[config.mk]
export PLATFORM = sky130hd
export DESIGN_NAME = cpu_stim_gen_flat
export DESIGN_NICKNAME = d
export VERILOG_FILES = /design/src/rtl/cpu_stim_gen_pkg.sv /design/src/rtl/cpu_stim_gen_if.sv /design/src/rtl/cpu_stim_gen_lfsr.sv /design/src/rtl/cpu_stim_gen.sv /design/src/flat_wrapper.sv
export SDC_FILE = /design/constraint.sdc
export NUM_CORES = 1
export LEC_CHECK = 0
export ABC_AREA = 1
export BUFFER_PORTS_ARGS = -buffer_cell sky130_fd_sc_hd__buf_2
export CORE_ASPECT_RATIO = 0.6
export CORE_MARGIN = 2
export CORE_UTILIZATION = 40
export CTS_BUF_LIST = sky130_fd_sc_hd__clkbuf_8 sky130_fd_sc_hd__clkbuf_16
export DETAILED_ROUTE_END_ITERATION = 7
export GPL_TIMING_DRIVEN = 0
export PLACE_DENSITY = 0.63
export REMOVE_ABC_BUFFERS = 1
export SLEW_MARGIN = 20
export SYNTH_ARGS = -nofsm -noshare
export SYNTH_HDL_FRONTEND = slang
export SYNTH_SLANG_ARGS = --single-unit
export TNS_END_PERCENT = 10
[constraint.sdc]
create_clock -name clk -period 1.9 [get_ports clk]
set_input_delay 0.19 -clock clk [delete_from_list [all_inputs] [get_ports clk]]
set_output_delay 0.19 -clock clk [all_outputs]
set_load 0.1 [all_outputs]
[src/rtl/cpu_stim_gen_pkg.sv]
// Shared types and constants for the cpu stimulus generator.
// State encoding, LFSR/MISR widths and taps, MISR update helper.
package cpu_stim_pkg;

  typedef enum logic [1:0] {
    IDLE,
    PRE,
    RUN,
    DONE
  } state_t;

  localparam int LFSR_W = 16;
  localparam int MISR_W = 16;
  localparam logic [LFSR_W-1:0] LFSR_TAPS = 16'hB400;

  function automatic logic [MISR_W-1:0] misr_next(
    input logic [MISR_W-1:0] s,
    input logic [7:0]        w
  );
    return {s[14:0], s[15] ^ s[13] ^ s[12] ^ s[10]}
           ^ {8'h00, w};
  endfunction

endpackage

[src/rtl/cpu_stim_gen_if.sv]
// Stimulus bus between the generator and its consumer.
// master: generator (drives out/valid/done/count[/sig]); slave: consumer.
// sig exists only when CPU_STIM_GEN_SIG_EN is defined.
interface cpu_stim_gen_if;
  logic       start;
  logic       hold;
  logic [7:0] out;
  logic       valid;
  logic       done;
  logic [7:0] count;
`ifdef CPU_STIM_GEN_SIG_EN
  logic [15:0] sig;
`endif

  modport master (
    input  start,
    input  hold,
    output out,
    output valid,
    output done,
    output count
`ifdef CPU_STIM_GEN_SIG_EN
    , output sig
`endif
  );

  modport slave (
    output start,
    output hold,
    input  out,
    input  valid,
    input  done,
    input  count
`ifdef CPU_STIM_GEN_SIG_EN
    , input sig
`endif
  );
endinterface

[src/rtl/cpu_stim_gen_lfsr.sv]
// 16-bit Galois LFSR: load reseeds, step advances, word is next low byte.
// Ports: clk, reset (async, active-low), load, step, word[7:0].
module cpu_stim_lfsr
  import cpu_stim_pkg::*;
#(
  parameter logic [LFSR_W-1:0] SEED = 16'h007B
) (
  input  logic       clk,
  input  logic       reset,
  input  logic       load,
  input  logic       step,
  output logic [7:0] word
);

  // An all-zero state would lock up the LFSR.
  localparam logic [LFSR_W-1:0] SEED_OK =
    (SEED == '0) ? 16'h0001 : SEED;

  logic [LFSR_W-1:0] r;
  logic [LFSR_W-1:0] nxt;

  always_comb begin
    nxt = r >> 1;
    if (r[0]) nxt = (r >> 1) ^ LFSR_TAPS;
  end

  always_ff @(posedge clk or negedge reset) begin
    if (!reset)    r <= SEED_OK;
    else if (load) r <= SEED_OK;
    else if (step) r <= nxt;
  end

  assign word = nxt[7:0];

endmodule

[src/rtl/cpu_stim_gen.sv]
// Reproducible stimulus source: preamble then NUM_WORDS LFSR words.
// Ports: clk, reset (async, active-low), bus (cpu_stim_gen_if.master).
// Macro CPU_STIM_GEN_SIG_EN adds a 16-bit MISR signature on bus.sig.
module cpu_stim_gen
  import cpu_stim_pkg::*;
#(
  parameter logic [15:0] SEED        = 16'h007B,
  parameter int          NUM_WORDS   = 20,
  parameter int          STEP_CYCLES = 1,
  parameter logic [7:0]  PREAMBLE    = 8'h6F
) (
  input logic            clk,
  input logic            reset,
  cpu_stim_gen_if.master bus
);

  state_t     st;
  logic [7:0] stp;
  logic [7:0] word;
  logic       last;
  logic       fin;
  logic       ld;
  logic       adv;

  assign last = (stp == 8'(STEP_CYCLES - 1));
  assign fin  = (bus.count == 8'(NUM_WORDS));
  assign ld   = ((st == IDLE) || (st == DONE)) && bus.start;
  // A new LFSR word is loaded only when the current one
  // has finished its hold time and more words remain.
  assign adv  = !bus.hold && last &&
                ((st == PRE) || ((st == RUN) && !fin));

  cpu_stim_lfsr #(
    .SEED (SEED)
  ) u_lfsr (
    .clk   (clk),
    .reset (reset),
    .load  (ld),
    .step  (adv),
    .word  (word)
  );

  always_ff @(posedge clk or negedge reset) begin
    if (!reset) begin
      st        <= IDLE;
      stp       <= '0;
      bus.out   <= '0;
      bus.valid <= 1'b0;
      bus.done  <= 1'b0;
      bus.count <= '0;
    end else begin
      case (st)
        IDLE, DONE: begin
          if (bus.start) begin
            st        <= PRE;
            stp       <= '0;
            bus.out   <= PREAMBLE;
            bus.valid <= 1'b1;
            bus.done  <= 1'b0;
            bus.count <= '0;
          end
        end
        PRE: begin
          if (!bus.hold) begin
            if (last) begin
              st        <= RUN;
              stp       <= '0;
              bus.out   <= word;
              bus.count <= 8'd1;
            end else begin
              stp <= stp + 8'd1;
            end
          end
        end
        RUN: begin
          if (!bus.hold) begin
            if (!last) begin
              stp <= stp + 8'd1;
            end else if (fin) begin
              st        <= DONE;
              stp       <= '0;
              bus.valid <= 1'b0;
              bus.done  <= 1'b1;
            end else begin
              stp       <= '0;
              bus.out   <= word;
              bus.count <= bus.count + 8'd1;
            end
          end
        end
        default: st <= IDLE;
      endcase
    end
  end

`ifdef CPU_STIM_GEN_SIG_EN
  // Signature restarts from zero at each run and folds in
  // every word as it is loaded onto out.
  always_ff @(posedge clk or negedge reset) begin
    if (!reset)    bus.sig <= '0;
    else if (ld)   bus.sig <= misr_next('0, PREAMBLE);
    else if (adv)  bus.sig <= misr_next(bus.sig, word);
  end
`endif

endmodule

[src/flat_wrapper.sv]
// flat-port wrapper written by rule: the top's interface ports become plain ports
module cpu_stim_gen_flat import cpu_stim_pkg::*;
#(
  parameter logic [15:0] SEED        = 16'h007B,
  parameter int          NUM_WORDS   = 20,
  parameter int          STEP_CYCLES = 1,
  parameter logic [7:0]  PREAMBLE    = 8'h6F
)
  (clk, reset, bus_start, bus_hold, bus_out, bus_valid, bus_done, bus_count);
  cpu_stim_gen_if bus_i ();
  input logic clk;
  input logic reset;
  input wire logic [$bits(bus_i.start)-1:0] bus_start;
  input wire logic [$bits(bus_i.hold)-1:0] bus_hold;
  output wire logic [$bits(bus_i.out)-1:0] bus_out;
  output wire logic [$bits(bus_i.valid)-1:0] bus_valid;
  output wire logic [$bits(bus_i.done)-1:0] bus_done;
  output wire logic [$bits(bus_i.count)-1:0] bus_count;
  assign bus_i.start = bus_start;
  assign bus_i.hold = bus_hold;
  assign bus_out = bus_i.out;
  assign bus_valid = bus_i.valid;
  assign bus_done = bus_i.done;
  assign bus_count = bus_i.count;
  cpu_stim_gen #(.SEED(SEED), .NUM_WORDS(NUM_WORDS), .STEP_CYCLES(STEP_CYCLES), .PREAMBLE(PREAMBLE)) u_core (.clk(clk), .reset(reset), .bus(bus_i));
endmodule
==> qor.txt <==
Worst r2r src: u_core.bus.count[0]
Effective utilization at floorplan: 42.0%
Proportion of layout cells with a drive suffix above 1: 18.9%
Leakage power: 1.35 nW
Sw frac: 51.6%
Top-level I/O count: 22
Num CTS Buffers: 5
Diodes inserted: 0
Max clock buf depth: 2
Die W: 103 µm
Flop pwr share: 28.3%
Starting DRC count in detailed routing: 98
Setup crit end kind: flip-flop
Fmax: 540 MHz
Port Buf Inserts: 21
Post-DRT Antenna Nets: 0
#FFs+latches synth: 44
Worst Path Arrival: 2.08 ns
# placed instances: 387
Final setup viols: 0
Int Power: 2.47 mW
CTS Sinks: 44
Clock Power Share: 14.0%
Worst Tran Pin Value: 0.570 ns
Final slew viol count: 0
CTS tree: built
Final non-filler cell total: 403
First-pass GRT wire length: 8170 µm
Flop2flop setup slack: 0.05 ns
Status: finished, final reports clean
Worst-Skew Late Latency: 0.30 ns
Detailed-placement wirelength estimate: 3340 µm
Row cnt: 21
Critical Path End: u_core.bus.out[7]
Fin crit share: 97.4%
Total GRT Usage: 15.9%
Req. time, crit path: 2.13 ns
Comb power frac: 57.6%
GP Congestion: 0.870
Sum of routed wire length over all layers: 5270 µm
Via density per instance: 4.84
Vias in the first global route: 1,711
Skew final: 0.00655 ns
Worst VDD drop: 902 µV
Worst setup SP type: flip-flop
Hold path depth: 4
Yosys cell types: 33
Pwr per Cell Area: 1870 nW/µm²
Synthesized area per cell: 7.99 µm²
Hold Fails Final Rpt: 0
CP Class: reg2reg
Die area: 6580 µm²
CTS H-tree lvls: 2
Core Area: 5650 µm²
Vias: 1,952
# fillers: 546
Max Cap Viol: 0
RR Endpoint: u_core.bus.out[7]
Worst-path clk slew: 0.09 ns
CTS root buffer: clkbuf_8
Share of the yosys chip area belonging to registers: 46.7%
Initial antenna violation count: 0
Die height: 63.7 µm
Post-Syn Instances: 297
Synthesized cell area: 2370 µm²
Largest net degree at the start of global routing: 45
Min cycle time layout: 1.85 ns
WHS: 0.270 ns
YS warnings: 0
Psw: 2.63 mW
Worst reg-to-reg path cell count: 7
Residual DRC: 0
Setup TNS: 0 ns
Drt wl/cell: 13.1 µm
Worst min-delay path class: in2reg
Gr ovfl total: 0
Crit. Startpoint: u_core.bus.count[0]
Relative slew slack: 62.0%
Drt first pass iters: 4
NumNets Final: 332
P&R area growth vs syn: 14.8%
CP Max Fanout: 7
-- worst max-delay path, cell delays in order, from the launching register on --
cell	delay (ns)
dfrtp_1	0.42
inv_1	0.14
ha_1	0.23
nor3b_1	0.28
nand3_2	0.32
nand2_4	0.24
nand2_1	0.06
o21ai_1	0.08
-- power by group through the flow --
| stage | combinational, mW | clock (mW) | sequential [mW] |
|---|---|---|---|
| floorplan | 1.27 | 0 | 2.19 |
| global placement | 2.49 | 0 | 1.45 |
| detailed placement | 2.52 | 0 | 1.46 |
| CTS | 2.70 | 0.736 | 1.45 |
| global route | 3.22 | 0.773 | 1.48 |
| finish | 2.94 | 0.714 | 1.44 |
-- flip-flops by register name, summed over array words and instances (netlist names) --
register and count:
u_core.st 2, u_core.bus.valid 1, u_core.bus.count 8, u_core.u_lfsr.r 16
u_core.bus.done 1, u_core.stp 8, u_core.bus.out 8
-- how the worst min path moves through the flow --
stage | from | to
after global placement | reset | u_core.bus.count[3]
after CTS | reset | u_core.bus.out[3]
after global routing | bus_hold | u_core.stp[0]
after detailed placement | reset | u_core.bus.count[3]
final | bus_hold | u_core.stp[0]
after floorplan | reset | u_core.bus.count[0]
-- cell type report --
type | instances | area (µm²) | area share, %
Inverter | 27 | 105 | 3.86
Clock buffer | 5 | 68.8 | 2.53
Sequential cell | 44 | 1110 | 40.7
Timing Repair Buffer | 27 | 155 | 5.70
Multi-Input combinational cell | 217 | 1150 | 42.1
Clock inverter | 3 | 38.8 | 1.42
Tap cell | 80 | 100 | 3.68
-- cell usage after synthesis --
| library cell | count | area [µm²] |
|---|---|---|
| nor3_1 | 4 | 20.0 |
| nand2_8 | 1 | 20.0 |
| xnor2_1 | 1 | 8.76 |
| nor3b_1 | 1 | 7.51 |
| o211ai_1 | 1 | 7.51 |
| buf_4 | 2 | 15.0 |
| nor2_1 | 27 | 101 |
| nand3b_1 | 1 | 7.51 |
| nand2_4 | 2 | 22.5 |
| nand3_1 | 27 | 135 |
| ha_1 | 6 | 75.1 |
| nand2_1 | 89 | 334 |
| o22ai_1 | 1 | 6.26 |
| xor2_1 | 5 | 43.8 |
| or2_1 | 1 | 6.26 |
| o21ai_0 | 7 | 35.0 |
| buf_1 | 1 | 3.75 |
| dfrtp_1 | 38 | 951 |
| nand2_2 | 4 | 25.0 |
| dfstp_2 | 6 | 158 |
| a21oi_1 | 4 | 20.0 |
| buf_2 | 3 | 15.0 |
| a2bb2oi_1 | 1 | 8.76 |
| or2_2 | 3 | 18.8 |
| inv_1 | 24 | 90.1 |
| a22oi_1 | 1 | 7.51 |
| buf_8 | 1 | 15.0 |
| inv_2 | 3 | 11.3 |
| o21ai_1 | 14 | 70.1 |
| nand4_1 | 11 | 68.8 |
| nor2_2 | 2 | 12.5 |
| buf_6 | 4 | 45.0 |
| a31oi_1 | 1 | 6.26 |
-- cell families after synthesis --
family	synth area share, %
buffers and inverters	8.23
xor gates and xnor gates	2.22
AOI/OAI and AO/OA	6.80
adders and majority gates	3.16
DFF	46.7
and+or+nand+nor	32.9
-- repair_timing --
item / CTS / global route
hold buffers: 0 / 1
gates cloned: 0 / 2
endpoints found under the hold margin: 0 / 38
setup buffers: 2 / 3
pin swaps: 0 / 4
setup endpoints to repair: 34 / 18
gates resized for setup: 6 / 5
-- layout by cell type (no fill, tap or decap), drive strengths merged, types with 5 or more instances in the layout --
master,netlist,routed
nand3,27,27
nor2,29,29
nand2,96,98
dfstp,6,6
inv,27,27
xor2,5,5
nand4,11,11
buf,11,26
clkbuf,0,5
ha,6,6
dfrtp,38,38
o21ai,21,21
-- per-layer routing --
layer	wire (µm)	vias up	GRT usage (%)
met5	0	-	0
met4	51	0	3.95
met3	289	8	4.11
met2	2190	41	21.5
met1	2740	887	24.7
li1	-	1016	-
-- metrics by stage --
stage          worst slack (ns)  util, %  power (mW)  cell area (µm²)
2_1_floorplan            -0.346        -        3.46             2280
3_3_place_gp             -0.428     44.0        3.94             2480
3_5_place_dp             -0.475     44.0        3.98             2480
4_1_cts                  0.0618     46.8        4.88             2640
5_1_grt                 -0.0512     48.2        5.47             2720
6_report                 0.0490     48.2        5.10             2720
No activity file was read; power rests on OpenSTA's default activity.
